### src/rtl/alu_pkg.sv
// Shared ALU definitions: default datapath width, flag bit positions and
// the flag-vector type used by the ALU output stage.
package alu_pkg;

  localparam int ALU_WIDTH = 8;

  // Bit positions inside a {N,Z,C,V} flag vector
  localparam int FLAG_N = 3;
  localparam int FLAG_Z = 2;
  localparam int FLAG_C = 1;
  localparam int FLAG_V = 0;

  typedef logic [3:0] alu_flags_t;

endpackage

### src/rtl/alu_out_fifo.sv
// alu_out_fifo: parameterised circular buffer with occupancy count.
// Ports:
//   clk, rst_n - clock and asynchronous active-low reset
//   push       - write wr_data at the tail (ignored when full without pop)
//   pop        - retire the head entry (ignored when empty)
//   wr_data    - entry to write
//   rd_data    - head entry, reads 0 while empty
//   count      - number of occupied entries
//   full/empty - occupancy status
module alu_out_fifo #(
  parameter  int DW    = 12,
  parameter  int DEPTH = 2,
  localparam int PW    = $clog2(DEPTH),
  localparam int CW    = PW + 1
) (
  input  logic          clk,
  input  logic          rst_n,
  input  logic          push,
  input  logic          pop,
  input  logic [DW-1:0] wr_data,
  output logic [DW-1:0] rd_data,
  output logic [CW-1:0] count,
  output logic          full,
  output logic          empty
);

  logic [PW-1:0] wr_ptr_reg;
  logic [PW-1:0] rd_ptr_reg;
  logic [CW-1:0] count_reg;
  logic          push_ok;
  logic          pop_ok;
  logic [DW-1:0] entry_data [DEPTH];

  assign empty = (count_reg == '0);
  assign full  = (count_reg == CW'(DEPTH));

  // A push on a full buffer is only legal when the head leaves in the same cycle
  assign pop_ok  = pop && !empty;
  assign push_ok = push && (!full || pop_ok);

  // Data storage is not reset; emptiness masks the read port instead.
  genvar gi;
  generate
    for (gi = 0; gi < DEPTH; gi++) begin : g_entry
      logic [DW-1:0] data_reg;
      always_ff @(posedge clk) begin
        if (push_ok && (wr_ptr_reg == PW'(gi))) begin
          data_reg <= wr_data;
        end
      end
      assign entry_data[gi] = data_reg;
    end
  endgenerate

  // DEPTH is a power of two, so pointers wrap by natural overflow
  always_ff @(posedge clk or negedge rst_n) begin
    if (!rst_n) begin
      wr_ptr_reg <= '0;
      rd_ptr_reg <= '0;
      count_reg  <= '0;
    end else begin
      if (push_ok) begin
        wr_ptr_reg <= wr_ptr_reg + 1'b1;
      end
      if (pop_ok) begin
        rd_ptr_reg <= rd_ptr_reg + 1'b1;
      end
      if (push_ok && !pop_ok) begin
        count_reg <= count_reg + 1'b1;
      end else if (pop_ok && !push_ok) begin
        count_reg <= count_reg - 1'b1;
      end
    end
  end

  assign rd_data = empty ? '0 : entry_data[rd_ptr_reg];
  assign count   = count_reg;

endmodule

### src/rtl/nor8.sv
// nor8: 8-input NOR gate cell.
// Ports:
//   a - 8-bit input vector
//   y - 1 when every bit of a is 0
module nor8 (
  input  logic [7:0] a,
  output logic       y
);

  assign y = ~|a;

endmodule

### src/rtl/alu_out_stage.sv
// alu_out_stage: buffers ALU results with derived {N,Z,C,V} flags, keeps
// the accumulator and a sticky flag summary.
// Ports:
//   clk, rst_n            - clock and asynchronous active-low reset
//   in_valid/in_ready     - result input handshake
//   in_result, in_carry, in_ovf, in_acc_wr - ALU result, carry, overflow,
//                                             accumulator write request
//   out_valid/out_ready   - buffered result output handshake
//   out_result, out_flags - head entry of the buffer
//   acc                   - accumulator (operand A of the ALU)
//   sticky_flags          - OR of all accepted flags since last clear
//   sticky_clr            - synchronous clear of sticky_flags
//   count                 - occupied buffer entries
module alu_out_stage
  import alu_pkg::*;
#(
  parameter int WIDTH = ALU_WIDTH,
  parameter int DEPTH = 2
) (
  input  logic                     clk,
  input  logic                     rst_n,
  input  logic                     in_valid,
  output logic                     in_ready,
  input  logic [WIDTH-1:0]         in_result,
  input  logic                     in_carry,
  input  logic                     in_ovf,
  input  logic                     in_acc_wr,
  output logic                     out_valid,
  input  logic                     out_ready,
  output logic [WIDTH-1:0]         out_result,
  output logic [3:0]               out_flags,
  output logic [WIDTH-1:0]         acc,
  output logic [3:0]               sticky_flags,
  input  logic                     sticky_clr,
  output logic [$clog2(DEPTH):0]   count
);

  logic             accept;
  logic             pop;
  logic             z_flag;
  logic             fifo_full;
  logic             fifo_empty;
  alu_flags_t       in_flags;
  alu_flags_t       sticky_reg;
  logic [WIDTH-1:0] acc_reg;
  logic [WIDTH+3:0] rd_data;

  generate
    if (WIDTH == 8) begin : g_zero_nor8
      nor8 u_nor8 (
        .a (in_result),
        .y (z_flag)
      );
    end else begin : g_zero_generic
      assign z_flag = ~|in_result;
    end
  endgenerate

  always_comb begin
    in_flags         = '0;
    in_flags[FLAG_N] = in_result[WIDTH-1];
    in_flags[FLAG_Z] = z_flag;
    in_flags[FLAG_C] = in_carry;
    in_flags[FLAG_V] = in_ovf;
  end

  // When full, a consumer taking the head frees a slot in the same cycle
  assign in_ready  = !fifo_full || out_ready;
  assign out_valid = !fifo_empty;
  assign accept    = in_valid && in_ready;
  assign pop       = out_valid && out_ready;

  alu_out_fifo #(
    .DW    (WIDTH + 4),
    .DEPTH (DEPTH)
  ) u_fifo (
    .clk     (clk),
    .rst_n   (rst_n),
    .push    (accept),
    .pop     (pop),
    .wr_data ({in_flags, in_result}),
    .rd_data (rd_data),
    .count   (count),
    .full    (fifo_full),
    .empty   (fifo_empty)
  );

  assign out_result = rd_data[WIDTH-1:0];
  assign out_flags  = rd_data[WIDTH+3:WIDTH];

  // Accumulator follows accepts only, regardless of output backpressure
  always_ff @(posedge clk or negedge rst_n) begin
    if (!rst_n) begin
      acc_reg <= '0;
    end else if (accept && in_acc_wr) begin
      acc_reg <= in_result;
    end
  end

  // Clear wins over a same-cycle OR-in
  always_ff @(posedge clk or negedge rst_n) begin
    if (!rst_n) begin
      sticky_reg <= '0;
    end else if (sticky_clr) begin
      sticky_reg <= '0;
    end else if (accept) begin
      sticky_reg <= sticky_reg | in_flags;
    end
  end

  assign acc          = acc_reg;
  assign sticky_flags = sticky_reg;

endmodule

### config.mk
export PLATFORM = sky130hd
export DESIGN_NAME = alu_out_stage
export DESIGN_NICKNAME = d
export VERILOG_FILES = /design/src/rtl/alu_pkg.sv /design/src/rtl/alu_out_fifo.sv /design/src/rtl/nor8.sv /design/src/rtl/alu_out_stage.sv
export SDC_FILE = /design/constraint.sdc
export NUM_CORES = 1
export LEC_CHECK = 0
export ABC_AREA = 1
export CAP_MARGIN = 20
export CELL_PAD_IN_SITES_DETAIL_PLACEMENT = 1
export CELL_PAD_IN_SITES_GLOBAL_PLACEMENT = 1
export CORE_UTILIZATION = 38
export DETAILED_ROUTE_END_ITERATION = 12
export GPL_TIMING_DRIVEN = 0
export PLACE_DENSITY = 0.87
export REMOVE_ABC_BUFFERS = 1
export SYNTH_ARGS = -nofsm -noshare
export SYNTH_HDL_FRONTEND = slang
export SYNTH_SLANG_ARGS = --single-unit
### constraint.sdc
create_clock -name clk -period 3.76 [get_ports clk]
set_input_delay 0.752 -clock clk [delete_from_list [all_inputs] [get_ports clk]]
set_output_delay 0.752 -clock clk [all_outputs]
set_load 0.1 [all_outputs]
==> impl_metrics.py, run 1 <==
metrics = {
    "run_status": {
        "status": "finished, final reports clean",
    },
    "grt": {
        "global_route.usage.total_pct": 19.58,
        "vias_in_the_first_global_route": 1273,
        "globalRoute.totalOverflow": 0,
        "wire_length_of_the_first_global_routing_pass_um": 6092,
        "largest_net_degree_at_the_start_of_global_routing": 17,
        "antenna_violations_before_repair": 0,
    },
    "route": {
        "post_drt_wl_per_cell_um": 15.82,
        "drc": 0,
        "via_per_inst": 4.887,
        "first_pass_iters": 4,
        "routed-via-count": 1163,
        "postRouteWirelength_um": 3764,
        "violation_count_after_the_first_detailed_routing_iteration": 30,
        "final_antenna_net_count": 0,
    },
    "worst_setup_path": {
        "critical_path.startpoint_type": "flop",
        "startpoint": "u_fifo.rd_ptr_reg",
        "reg2reg_path_depth": 4,
        "worstSetupPathType": "reg -> out",
        "required_time_of_the_critical_path_ps": 3010,
        "timing.rr.end": "u_fifo.g_entry[0].data_reg[2]",
        "crit_path_end_kind": "primary output",
        "worst_setup_path_endpoint": "out_flags[3]",
        "critPathMaxFanout": 12,
        "crit-reg2reg-launch": "u_fifo.count[0]",
        "reg2reg_setup_slack_ps": 1940,
        "worst_ep_arrival_time_ps": 2700,
    },
    "die": {
        "dieArea_mm2": 0.004383,
        "initial_utilization_pct": 41.24,
        "overall_die_height_um": 66.21,
        "placeableCoreArea_mm2": 0.003799,
        "placement_rows": 22,
        "die_x_um": 66.21,
        "io-pin-count": 44,
    },
    "logic_synthesis": {
        "netlist.area_leader.share_pct": 42.17,
        "combinational_family_with_the_most_area_after_synthesis": "simple AND/OR/NAND/NOR gates",
        "synth_enable_flop_cells": 22,
        "post_synth_inst_count": 144,
        "synth-seq-cells": 38,
        "syn-mean-instance-area_um2": 10.88,
        "synth.largest_area_cell": "sky130_fd_sc_hd__edfxtp_1",
        "synthTopCellsByArea": "sky130_fd_sc_hd__edfxtp_1 (42%), sky130_fd_sc_hd__dfrtp_1 (26%), sky130_fd_sc_hd__nand2_1 (11%), sky130_fd_sc_hd__a21oi_1 (4.8%), sky130_fd_sc_hd__o21ai_1 (2.6%)",
        "yosysSeqAreaShare_pct": 67.73,
        "synthesis.area_mm2": 0.001567,
        "yosys.area_share.adder_pct": 0.7987,
        "synth_simple_gate_area_share_pct": 17.01,
        "yosys_warnings": 0,
        "synthDistinctLibCells": 19,
        "synth_compound_gate_area_share_pct": 7.348,
        "async_reset_ff_share_pct": 42.11,
        "fraction_of_synthesized_cell_area_in_xor_and_xnor_cells_pct": 1.677,
        "synth_mux_area_share_pct": 0,
        "synthFlopType": "sky130_fd_sc_hd__edfxtp_1",
    },
    "sta": {
        "timing.final.max_slew_violations": 0,
        "rsz0062_at_grt": "no",
        "finalWorstPathRequiredPeriod_ps": 3453,
        "max_slew_headroom_pct": 33.03,
        "final.setup.tns_ps": 0,
        "period_share_pct": 91.83,
        "timing_hold_violations_final": 0,
        "hold_ws_ps": 492.6,
        "clock_skew_ps": 7.095,
        "max_clock_freq_ghz": 0.2896,
        "report.final.setup_viol": 0,
        "tightestPinTransition_ps": 1001,
    },
    "min_path": {
        "timing.hold.worst.class": "reg -> reg",
    },
    "clock_tree": {
        "cts_repair_resize_count": 0,
        "cts-buffers-inserted": 5,
        "clock-root-buffer": "sky130_fd_sc_hd__clkbuf_8",
        "clkLatencyLatePin_ps": 300,
        "cts.hold.buffers_added": 0,
        "clock_tree_from_tritoncts": "built",
        "clock_sinks": 38,
        "post-cts-setup-buffers": 0,
        "clock_tree.buffer_depth": 2,
        "cts_max_level": 2,
        "cts.reportedPaths.clkPinSlew_ps": 70,
    },
    "cells_and_area": {
        "num-fill-cells": 419,
        "largest_reg_flops": 22,
        "layout.nets": 206,
        "final_cell_mix": "sky130_fd_sc_hd__nand2_1 (47), sky130_fd_sc_hd__clkdlybuf4s50_1 (43), sky130_fd_sc_hd__edfxtp_1 (22)",
        "syn_to_final_growth_pct": 35.54,
        "layout-drive-gt1-share_pct": 6.842,
        "layoutNonFillerInstCount": 238,
        "fin_util_pct": 55.90,
        "antenna_cells_inserted": 0,
        "layout_commonest_cell": "sky130_fd_sc_hd__nand2_1",
    },
    "placement": {
        "port-buffer-count": 43,
        "dpl.cell_count": 230,
        "gp_congestion": 0.7658,
        "dp_hpwl_um": 2657,
    },
    "job": {
        "drv_cap": 0,
    },
}
## final cells by class
| class | instances | area, µm² | share of cell area [%] |
|---|---|---|---|
| inverter | 12 | 45.04 | 2.121 |
| clock inverter | 2 | 33.78 | 1.591 |
| timing repair buffer | 43 | 430.4 | 20.27 |
| multi-input combinational | 89 | 420.4 | 19.80 |
| clock buffer | 6 | 72.57 | 3.418 |
| tap | 48 | 60.06 | 2.829 |
| sequential | 38 | 1061 | 49.97 |
## per-layer routing
metal | GRT usage [%] | wire [µm] | up-vias
met3 | 6.034 | 161 | 9
met2 | 33.16 | 1960 | 32
met4 | 7.447 | 93 | 0
met5 | 0 | 0 | -
met1 | 23.13 | 1549 | 568
li1 | - | - | 554
## kinds of logic after synthesis
| logic type | Yosys count |
|---|---|
| AND/OR/NAND/NOR | 62 |
| flip-flops | 38 |
| AO/OA/AOI/OAI | 23 |
| buffers and inverters | 17 |
| XOR/XNOR | 3 |
| adder cells (fa/ha/maj) | 1 |
## worst max-delay path, cell delays in order, from the launching register on
cell and delay, ps:
sky130_fd_sc_hd__dfrtp_1 530, sky130_fd_sc_hd__inv_1 400, sky130_fd_sc_hd__nand2_1 90, sky130_fd_sc_hd__a21oi_1 200, sky130_fd_sc_hd__clkdlybuf4s50_1 1170
## worst min-delay path by stage
stage               startpoint  endpoint  slack [ps]  cells past startpoint
floorplan                rst_n    acc[0]         460                      0
global placement        acc[6]    acc[6]         470                      2
detailed placement      acc[3]    acc[3]         490                      2
CTS                     acc[4]    acc[4]         500                      2
global route            acc[1]    acc[1]         530                      2
finish                  acc[4]    acc[4]         490                      2
## synthesized netlist by cell type (2+ instances only)
cell,instances
sky130_fd_sc_hd__a21oi_1,15
sky130_fd_sc_hd__nor2_1,10
sky130_fd_sc_hd__xor2_1,2
sky130_fd_sc_hd__o21ai_1,8
sky130_fd_sc_hd__buf_6,2
sky130_fd_sc_hd__inv_1,10
sky130_fd_sc_hd__edfxtp_1,22
sky130_fd_sc_hd__dfrtp_1,16
sky130_fd_sc_hd__nand2_1,47
sky130_fd_sc_hd__buf_2,2
sky130_fd_sc_hd__inv_2,2
## stage by stage
stage	area (µm²)	setup slack (ps)
3_5_place_dp	2017	483.7
4_1_cts	2123	251.4
3_3_place_gp	2017	488.1
6_report	2123	307.2
5_1_grt	2123	191.6
2_1_floorplan	1526	-1786
Power of run 1 is not shown: default switching activity piles up to over one toggle a cycle in this logic, so the estimate is an artifact.
==> run 2: changes to the inputs <==
--- a/config.mk
+++ b/config.mk
@@ -13,7 +13,6 @@
 export DETAILED_ROUTE_END_ITERATION = 12
 export GPL_TIMING_DRIVEN = 0
 export PLACE_DENSITY = 0.87
-export REMOVE_ABC_BUFFERS = 1
 export SYNTH_ARGS = -nofsm -noshare
 export SYNTH_HDL_FRONTEND = slang
 export SYNTH_SLANG_ARGS = --single-unit
==> impl_metrics.py, run 2 (synthesis gave the netlist of run 1 again) <==
metrics = {
    "run_status": {
        "status": "finished, final reports clean",
    },
    "die": {
        "dieArea_mm2": 0.004383,
        "overall_die_height_um": 66.21,
        "initial_utilization_pct": 41.24,
        "placeableCoreArea_mm2": 0.003799,
        "io-pin-count": 44,
        "die_x_um": 66.21,
        "placement_rows": 22,
    },
    "route": {
        "first_pass_iters": 4,
        "final_antenna_net_count": 0,
        "violation_count_after_the_first_detailed_routing_iteration": 32,
        "routed-via-count": 1196,
        "postRouteWirelength_um": 3870,
        "via_per_inst": 4.922,
        "post_drt_wl_per_cell_um": 15.93,
        "drc": 0,
    },
    "worst_setup_path": {
        "required_time_of_the_critical_path_ps": 3010,
        "critical-path-slowest-cell": "sky130_fd_sc_hd__clkdlybuf4s50_1",
        "critPathMaxFanout": 2,
        "max_stage_delay_ps": 1150,
        "worstSetupPathType": "in -> out",
        "crit_family": "buffers and inverters",
        "crit_path_frequent_cell": "sky130_fd_sc_hd__clkdlybuf4s50_1",
        "worst_ep_arrival_time_ps": 2570,
        "cp_cell_sequence": "clkdlybuf4s50_1 > inv_1 > nand3_4 > clkdlybuf4s50_1",
        "crit_path_end_kind": "primary output",
        "critical_path.startpoint_type": "input port",
        "worst-path-buf-inv": 3,
    },
    "placement": {
        "dp_hpwl_um": 2762,
        "dpl.cell_count": 235,
        "gp_congestion": 0.7797,
        "port-buffer-count": 43,
    },
    "grt": {
        "antenna_violations_before_repair": 0,
        "vias_in_the_first_global_route": 1234,
        "global_route.usage.total_pct": 20.67,
        "wire_length_of_the_first_global_routing_pass_um": 6299,
        "largest_net_degree_at_the_start_of_global_routing": 17,
        "globalRoute.totalOverflow": 0,
    },
    "sta": {
        "max_slew_headroom_pct": 34.40,
        "hold_ws_ps": 492.5,
        "period_share_pct": 88.25,
        "tightestPinTransition_ps": 980.9,
        "max_clock_freq_ghz": 0.3014,
        "clock_skew_ps": 8.133,
        "rsz0062_at_grt": "no",
        "timing.final.max_slew_violations": 0,
        "report.final.setup_viol": 0,
        "final.setup.tns_ps": 0,
        "finalWorstPathRequiredPeriod_ps": 3318,
        "timing_hold_violations_final": 0,
    },
    "clock_tree": {
        "cts.reportedPaths.clkPinSlew_ps": 70,
        "cts_repair_resize_count": 0,
        "clock_tree_from_tritoncts": "built",
        "cts_max_level": 2,
        "clock-root-buffer": "sky130_fd_sc_hd__clkbuf_8",
        "clock_tree.buffer_depth": 2,
        "post-cts-setup-buffers": 0,
        "cts-buffers-inserted": 5,
        "cts.hold.buffers_added": 0,
        "clock_sinks": 38,
        "clkLatencyLatePin_ps": 300,
    },
    "cells_and_area": {
        "layoutNonFillerInstCount": 243,
        "layout-drive-gt1-share_pct": 10.77,
        "fin_util_pct": 57.87,
        "syn_to_final_growth_pct": 40.34,
        "layout_commonest_cell": "sky130_fd_sc_hd__nand2_1",
        "antenna_cells_inserted": 0,
        "final_cell_mix": "sky130_fd_sc_hd__nand2_1 (47), sky130_fd_sc_hd__clkdlybuf4s50_1 (43), sky130_fd_sc_hd__edfxtp_1 (22)",
        "layout.nets": 211,
        "largest_reg_flops": 22,
    },
    "job": {
        "drv_cap": 0,
    },
    "logic_synthesis": {
        "syn_nets": 161,
    },
    "min_path": {
        "timing.hold.worst.class": "reg -> reg",
    },
}
==> run 2: path summary, 6_finish.rpt <==
path | from | endpoint | slack, ps | depth (start not counted)
hold reg to reg | acc[3] | acc[3] | 490 | 2
hold / removal | acc[3] | acc[3] | 490 | 2
max in group asynchronous | rst_n | acc[1] | 2440 | 1
min in group asynchronous | rst_n | acc[0] | 870 | 1
setup reg to reg | u_fifo.count[0] | u_fifo.g_entry[0].data_reg[0] | 1920 | 5
setup / recovery | out_ready | in_ready | 440 | 4
==> run 2: final cells by class <==
cell class,instances,area [µm²]
multi-input cells,89,424.2
clock inverters,3,68.82
clock buffers,5,68.82
plain buffers,5,40.04
inverters,12,45.04
flip-flops and latches,38,1061
well taps,48,60.06
fillers,401,1600
repair buffers,43,430.4
==> run 2: stage by stage <==
| stage | area [µm²] | setup slack [ps] |
|---|---|---|
| 6_report | 2198 | 441.8 |
| 3_5_place_dp | 2061 | 447.7 |
| 5_1_grt | 2198 | 326.0 |
| 3_3_place_gp | 2061 | 489.9 |
| 2_1_floorplan | 1570 | -356.7 |
| 4_1_cts | 2198 | 417.7 |
==> run 2: routing by layer <==
layer | global-route usage [%] | up-vias | routed length (µm)
met1 | 24.41 | 590 | 1621
met5 | 0 | - | 0
li1 | - | 565 | -
met2 | 34.18 | 35 | 2004
met3 | 6.724 | 6 | 170
met4 | 9.043 | 0 | 73
==> run 2: worst register-to-register path, stage by stage, from the launching register on <==
cell                      delay (ps)
sky130_fd_sc_hd__dfrtp_1         400
sky130_fd_sc_hd__inv_2            90
sky130_fd_sc_hd__nand3_4          80
sky130_fd_sc_hd__nand2_4          80
sky130_fd_sc_hd__buf_6           150
sky130_fd_sc_hd__nor2_1          680
Power of run 2 is left out for the same reason.
